==> config.mk <==
export PLATFORM = sky130hd
export DESIGN_NAME = fv_stream_receiver
export DESIGN_NICKNAME = d
export VERILOG_FILES = /design/src/rtl/fv_stream_receiver.sv
export SDC_FILE = /design/constraint.sdc
export NUM_CORES = 1
export LEC_CHECK = 0
export BUFFER_PORTS_ARGS = -buffer_cell sky130_fd_sc_hd__buf_2
export CAP_MARGIN = 30
export CORE_MARGIN = 5
export CORE_UTILIZATION = 55
export DETAILED_ROUTE_END_ITERATION = 10
export PLACE_DENSITY = 0.81
export RECOVER_POWER = 50
export SYNTH_ARGS = -nofsm -noshare
export SYNTH_HDL_FRONTEND = slang
export SYNTH_SLANG_ARGS = --single-unit
==> constraint.sdc <==
create_clock -name clk -period 2.6 [get_ports clk]
set_input_delay 0.26 -clock clk [delete_from_list [all_inputs] [get_ports clk]]
set_output_delay 0.26 -clock clk [all_outputs]
set_load 0.01 [all_outputs]
==> src/rtl/fv_stream_receiver.sv <==
// Edge-PE receiver for the FV stream: filters beats by PE tag, assembles one
// framed packet into a line buffer and holds it until the datapath consumes it.
module fv_stream_receiver #(
    parameter int DATA_W    = 16,
    parameter int TAG_W     = 2,
    parameter int MAX_LINES = 8,
    parameter int IDX_W     = $clog2(MAX_LINES)
) (
    input  logic              clk,
    input  logic              reset,
    input  logic [TAG_W-1:0]  my_tag,
    input  logic              in_valid,
    input  logic              in_sos,
    input  logic              in_eos,
    input  logic [TAG_W-1:0]  in_tag,
    input  logic [DATA_W-1:0] in_data,
    input  logic [IDX_W-1:0]  rd_addr,
    output logic [DATA_W-1:0] rd_data,
    output logic              fv_ready,
    output logic [IDX_W:0]    fv_lines,
    input  logic              consume,
    output logic              busy,
    output logic              err_framing,
    output logic              err_overflow,
    output logic              err_drop,
    input  logic              err_clr,
    output logic [1:0]        fsm_state
);

    localparam logic [1:0] IDLE  = 2'd0;
    localparam logic [1:0] RECV  = 2'd1;
    localparam logic [1:0] READY = 2'd2;

    localparam logic [IDX_W:0] MAX_CNT = (IDX_W + 1)'(MAX_LINES);
    localparam logic [IDX_W:0] ONE     = (IDX_W + 1)'(1);

    logic [DATA_W-1:0] line_mem [MAX_LINES];

    logic [1:0]       state;
    logic [1:0]       nxt_state;
    logic [IDX_W:0]   wr_cnt;
    logic [IDX_W:0]   nxt_cnt;
    logic [IDX_W:0]   nxt_lines;
    logic             match;
    logic             we;
    logic [IDX_W-1:0] waddr;
    logic             set_framing;
    logic             set_overflow;
    logic             set_drop;

    assign match     = in_valid && (in_tag == my_tag);
    assign fv_ready  = (state == READY);
    assign busy      = (state == RECV);
    assign fsm_state = state;

    always_comb begin
        nxt_state    = state;
        nxt_cnt      = wr_cnt;
        nxt_lines    = fv_lines;
        we           = 1'b0;
        waddr        = '0;
        set_framing  = 1'b0;
        set_overflow = 1'b0;
        set_drop     = 1'b0;
        case (state)
            IDLE: begin
                if (match && in_sos) begin
                    we      = 1'b1;
                    nxt_cnt = ONE;
                    if (in_eos) begin
                        nxt_state = READY;
                        nxt_lines = ONE;
                    end else begin
                        nxt_state = RECV;
                    end
                end else if (match) begin
                    set_framing = 1'b1;
                end
            end
            RECV: begin
                if (match && in_sos) begin
                    // A fresh sos mid-packet restarts reception at line 0.
                    set_framing = 1'b1;
                    we          = 1'b1;
                    nxt_cnt     = ONE;
                    if (in_eos) begin
                        nxt_state = READY;
                        nxt_lines = ONE;
                    end
                end else if (match) begin
                    if (wr_cnt < MAX_CNT) begin
                        we      = 1'b1;
                        waddr   = wr_cnt[IDX_W-1:0];
                        nxt_cnt = wr_cnt + ONE;
                    end else begin
                        set_overflow = 1'b1;
                    end
                    if (in_eos) begin
                        nxt_state = READY;
                        nxt_lines = nxt_cnt;
                    end
                end
            end
            READY: begin
                if (consume && match && in_sos) begin
                    we      = 1'b1;
                    nxt_cnt = ONE;
                    if (in_eos) begin
                        nxt_state = READY;
                        nxt_lines = ONE;
                    end else begin
                        nxt_state = RECV;
                        nxt_lines = '0;
                    end
                end else begin
                    if (match) begin
                        set_drop = 1'b1;
                    end
                    if (consume) begin
                        nxt_state = IDLE;
                        nxt_lines = '0;
                    end
                end
            end
            default: begin
                nxt_state = IDLE;
                nxt_cnt   = '0;
                nxt_lines = '0;
            end
        endcase
    end

    always_ff @(posedge clk) begin
        if (we) begin
            line_mem[waddr] <= in_data;
        end
    end

    always_ff @(posedge clk) begin
        if (reset) begin
            state        <= IDLE;
            wr_cnt       <= '0;
            fv_lines     <= '0;
            rd_data      <= '0;
            err_framing  <= 1'b0;
            err_overflow <= 1'b0;
            err_drop     <= 1'b0;
        end else begin
            state    <= nxt_state;
            wr_cnt   <= nxt_cnt;
            fv_lines <= nxt_lines;
            rd_data  <= (fv_ready && ({1'b0, rd_addr} < fv_lines)) ? line_mem[rd_addr] : '0;
            // A new error event in the same cycle as err_clr keeps the flag set.
            err_framing  <= set_framing  | (err_framing  & ~err_clr);
            err_overflow <= set_overflow | (err_overflow & ~err_clr);
            err_drop     <= set_drop     | (err_drop     & ~err_clr);
        end
    end

endmodule

-- Word level (Yosys, flattened, before mapping)
Memory sizes are Yosys's and may differ from the RTL's. A register that Yosys moved wholly into a read port is not among the register bits.
Index checks and enable logic that the tools add are counted.
- logic and storage cells: 80
- input bits: 30
- memories: 1
- RAM bits: 128
- output and inout port bits: 27
- flip-flop bits (word level): 13
- memory list (name ; depth ; width ; rd ports ; clocked after memory_dff ; write ports ; RTL line ; RTL):
    line_mem ; 8 ; 16 ; 1 ; 1 ; 1 ; 37 ; logic [DATA_W-1:0] line_mem [MAX_LINES];
- add/subtract/negate cells: 1
- bitwise operators: 8
- muxes and demuxes: 44
- reductions and logical operators: 10
- eq/ne operators: 8
- order comparisons: 2
- operators by type and width (cell ; count):
    $mux W4 ; 12
    $pmux W4 S3 ; 2
    $mux W1 ; 16
    $mux W2 ; 7
    $mux W3 ; 4
    $ne A3 B1 Y1 const B ; 2
    $pmux W2 S3 ; 1
    $reduce_and A3 Y1 ; 2
    $logic_and A1 B1 Y1 ; 5
    $add A4 B1 Y4 const B ; 1
    $lt A3 B4 Y1 ; 1
    $lt A4 B4 Y1 const B ; 1
    $reduce_and A4 Y1 ; 1
    $and A1 B1 Y1 ; 3
    $ne A3 B2 Y1 const B ; 1
    $or A1 B1 Y1 ; 3
    $pmux W1 S3 ; 1
    $eq A2 B1 Y1 const B ; 1
    $eq A2 B2 Y1 ; 1
    $eq A2 B2 Y1 const B ; 1
    $logic_not A2 Y1 ; 1
    $ne A2 B1 Y1 const B ; 1
    $ne A2 B2 Y1 const B ; 1
    $not A1 Y1 ; 2
    2 further kinds ; 2

-- Longest topological paths before layout
- word-level depth: 8
- depth in mapped cells: 6
- gate-level depth less buffers: 5

-- Worst setup path before layout
OpenSTA, ideal clock, no wires.
- kind: register to register
- start point: reg state[0], in the netlist fsm_state[0]
- end point: mem line_mem[0][0], enable pin
- data required time: 2.210 ns
- cell stages (with the launch flop): 6
- library setup time: 0.390 ns
- arrival time: 1.963 ns
- buffers on the path: 1
- clock period less this slack: 2.353 ns
- setup slack: 0.247 ns
- cells stage by stage: dfxtp_1 > buf_2 > or4b_1 > a21oi_1 > o21ai_0 > nor2b_1
- longest elaborated chain between the ends: 4
- elaborated cells on any way between the ends: 7
- those cells by class: eq/ne (2); mux (4); reduce/logical (1)
- RTL lines (item ; RTL line ; RTL):
    start: declaration ; 39 ; logic [1:0] state;
    start signal: assignment ; 149 ; state <= nxt_state;
    $eq A2 B2 Y1, or another cell as far along ; 65 ; case (state)
    $pmux W1 S3 ; 65 ;
    $mux W1 ; 134 ; if (we) begin
    $mux W1 (not written as such) ; 135 ; line_mem[waddr] <= in_data;
    end: declaration ; 37 ;
Several ways; a longest one is shown, not always the timed one.

-- Worst setup path after layout
- start point: reg state[1], in the netlist fsm_state[1]
- end point: reg rd_data[13], read port of line_mem
- longest elaborated chain between the ends: 4
- RTL lines (item ; RTL line ; RTL):
    $eq A2 B2 Y1 ; 52 ; assign fv_ready = (state == READY);
    $logic_and A1 B1 Y1 ; 152 ; rd_data <= (fv_ready && ({1'b0, rd_addr} < fv_lines)) ? line_mem[rd_addr] : '0;
    $not A1 Y1 (no line) ; n/a ;
    $reduce_or A2 Y1 (no line) ; n/a ;
    end: declaration ; 18 ; output logic [DATA_W-1:0] rd_data,
No other way between the ends.
A chain may end at the register's enable or synchronous reset.

==> results list <==
* Measured slew at the worst slew-check pin: 0.873 ns
* Reg2Reg Launch Point: fsm_state[1]
- Start point of the worst hold path: reset
* Clock buffer count from CTS: 17
- IR analysis of the VDD net gives a maximum drop of 543 uV.
* Mean instance size in the synthesized netlist: 18.2 sq um
* CTS root buf: clkbuf_16
- The tool flagged a number of max-cap violations equal to 0.
- The clock tree synthesis step divided the H-tree into 4 levels.
- Maximum number of pins on one net before global-route repair: 33
* Critical path required time: 2.93 ns
- Most Used Layer, Global Route: met2
- In this run, the number of DRC markers left after iteration 0 of detailed routing was 260.
* Run status: finished clean
* Fraction of synthesis flops using an asynchronous set or reset pin: 0%
- In the final timing run, aggregate negative setup slack is 0 ns.
* Critical path fanouts, max: 11
- Post-layout power: 5470 uW
- Die Area: 13700 sq um
* Post-cts hold buffer count: 0
* Number of gates given a new drive strength after cts: 0
- The initial antenna violation count came to 0.
- Wire per inst: 21.6 um
* Top cell types by occurrence after synthesis: 128 x edfxtp_1, 31 x mux4_2, 29 x dfxtp_1, 20 x mux2i_1, 14 x nor2_1
* Register bit total from synthesis: 157
- Worst-case clock buffer depth: 2
- After clock tree synthesis, the clock-pin slew on the worst setup and hold paths is 0.06 ns.
- Number of pins exceeding their max-slew limit in the final report: 0
- First-pass GRT wire length: 19500 um
* Clock tree skew after final layout: 0.00797 ns
- Yosys cell types: 48
- Final Hold Viols: 0
- For hold timing, the worst endpoint is fsm_state[1].
* Leading area contributor after synthesis: edfxtp_1
- The setup path with the least slack is of type flip-flop to flip-flop.
- STA classifies the critical path endpoint as a flip-flop.
- Number of nets in the synthesized netlist: 380
* Kind of path behind the tightest hold check: primary input to flip-flop
- For this run, the register share of the synthesized area comes to 70.3%.
* Dominant cells by area after synthesis: edfxtp_1 61%, mux4_2 11%, dfxtp_1 9.2%
- Top_reg_cell synth: edfxtp_1
* Effective utilization at floorplan: 55.6%
- The HPWL after detailed placement is 7690 um.
- Worst path slowest cell: dfxtp_1
- Relative to the synthesized area, the layout overhead comes to 15.9%.
- Final setup violating endpoints: 0
- Worst relative slew slack: 41.8%
- Routability congestion estimate: 0.892
* Count of nets after finishing: 452
- The die is 117 um wide.
* Standby leakage power: 0.00241 uW
* Buffers inserted during post-CTS setup optimization: 0
- Die H: 117 um
- Areal power density over the cells: 749 nW/um^2
- In the global route stage, met2 resource usage came out at 32.2%.
- Setup repair after global routing left no endpoint under its margin.
* Peak Freq: 511 MHz
* Leading cell type by number of instances after synthesis: edfxtp_1
- Count of clock tree sinks: 157
* Grt met3 use: 6.27%
- Yosys printed 0 warnings.
* Boundary pin count: 57
- The final critical path takes up 75.2% of the cycle.
- Cell row count: 39
* Cell count after synthesis: 346
- Global routing consumed, on the met1 layer, 25.2% of the routing resources.
- Number of nets still failing antenna checks after routing: 0
- Critical Path Start Type: flip-flop
- Number of cells on the worst reg-to-reg path: 5
- Clock period minus worst slack: 1.96 ns
* Core region area: 11300 sq um
- Global route overflow: 0
* Total wire length: 12400 um
* RR Endpoint: rd_data[13]
- Area of the mapped netlist: 6290 sq um
* Post-synth EDFFs: 128
- Yosys top cell area share: 61.1%
- TritonCTS clock tree: yes
- Critical Path Max Stage Delay: 0.54 ns
- Setup slack on the worst reg-to-reg path comes out at 0.64 ns.
- For this run, design rule violations remaining after detail routing come to 0.
- The count of buffers added on input and output ports is 56.
- The critical path goes through inv_1, nor2_1, nand2_1, buf_4, a211oi_1.
- Depth of the worst hold-timing path: 2
- Worst skew pair latency: 0.42 ns
- Data on the critical path arrives at its endpoint at 2.28 ns.
* Fraction of final layout cells sized beyond drive strength 1: 24.8%
- Count of vias placed by the detailed router: 3347
- First drt pass iteration count: 4
* Vias/cell: 5.83
- Global routing used 19.8% of the available tracks.
- Via count of the first global-routing pass: 3554
* Antenna Cells: 0
final cells by class:
| class | count | area [sq um] |
|---|---|---|
| sequential | 157 | 4420 |
| inverter | 11 | 41.3 |
| timing repair buffer | 71 | 357 |
| clock inverter | 12 | 144 |
| clock buffer | 20 | 457 |
| fill | 796 | 4030 |
| tap | 143 | 179 |
| multi-input combinational | 160 | 1690 |
cell families after synthesis:
logic type,synth area share (%)
buffers and inverters,2.64
XOR/XNOR,0.835
adder cells (fa/ha/maj),0.795
AO/OA/AOI/OAI,6.56
AND/OR/NAND/NOR,3.98
flip-flops,70.3
multiplexers,14.9
placed cells by master, fill, tap and decap left out, types with 3 or more instances in the layout:
cell	n
a211oi_2	10
clkbuf_16	17
inv_1	10
clkinvlp_4	4
o211ai_1	3
o311ai_0	3
edfxtp_1	128
nor2_1	15
mux2i_1	20
a21oi_1	9
nand2b_1	4
nand2_1	8
bufinv_16	3
clkinv_2	4
dfxtp_1	29
buf_4	14
mux4_2	31
xnor2_1	4
buf_2	17
clkbuf_1	40
a211oi_1	6
ha_1	4
a32oi_1	3
nand3_1	11
metrics by stage:
stage | setup WS, ns | instance area [sq um] | instances | utilization (%) | hold slack [ns]
CTS | 0.690 | 7350 | 574 | 64.9 | 0.106
global route | 0.503 | 7290 | 574 | 64.4 | 0.149
finish | 0.645 | 7290 | 574 | 64.4 | 0.137
detailed placement | 0.561 | 6750 | 542 | 59.6 | 0.474
floorplan | 0.247 | 6290 | 346 | - | 0.356
global placement | 0.632 | 6750 | 542 | 59.6 | 0.465
flip-flops by register name (all words and copies together), names as in the netlist:
name and flops:
fv_lines 4, err_drop 1, wr_cnt 4, err_overflow 1, fsm_state 2, line_mem 128, err_framing 1, rd_data 16
metal layers:
| layer | vias up | wire [um] | part of all wire, % |
|---|---|---|---|
| met5 | - | 0 | 0 |
| met4 | 0 | 173 | 1.4 |
| met3 | 16 | 631 | 5.1 |
| met2 | 78 | 6460 | 52 |
| met1 | 1708 | 5160 | 42 |
| li1 | 1545 | - | - |
where the power goes:
| group | internal [uW] | leakage (uW) | total, uW | switching (uW) |
|---|---|---|---|---|
| Combinational | 101 | 0.000736 | 245 | 144 |
| Clock | 1550 | 0.000285 | 2490 | 938 |
| Sequential | 2730 | 0.00139 | 2730 | 5.91 |
critical path, delay by kind of cell, from the launching register on:
family          cells  cell delay [ns]
compound gates      1             0.22
buf+inv             2             0.52
flops               1             0.54
simple gates        2             0.59
worst max-delay path by stage:
stage	from	to	slack, ns
6_report	fsm_state[1]	rd_data[13]	0.64
5_1_grt	fsm_state[1]	rd_data[13]	0.50
4_1_cts	wr_cnt[3]	line_mem[0][3]	0.69
3_5_place_dp	my_tag[0]	line_mem[5][8]	0.56
3_3_place_gp	my_tag[1]	line_mem[5][8]	0.63
2_1_floorplan	fsm_state[0]	line_mem[0][0]	0.25
No activity file was read; power rests on OpenSTA's default activity.
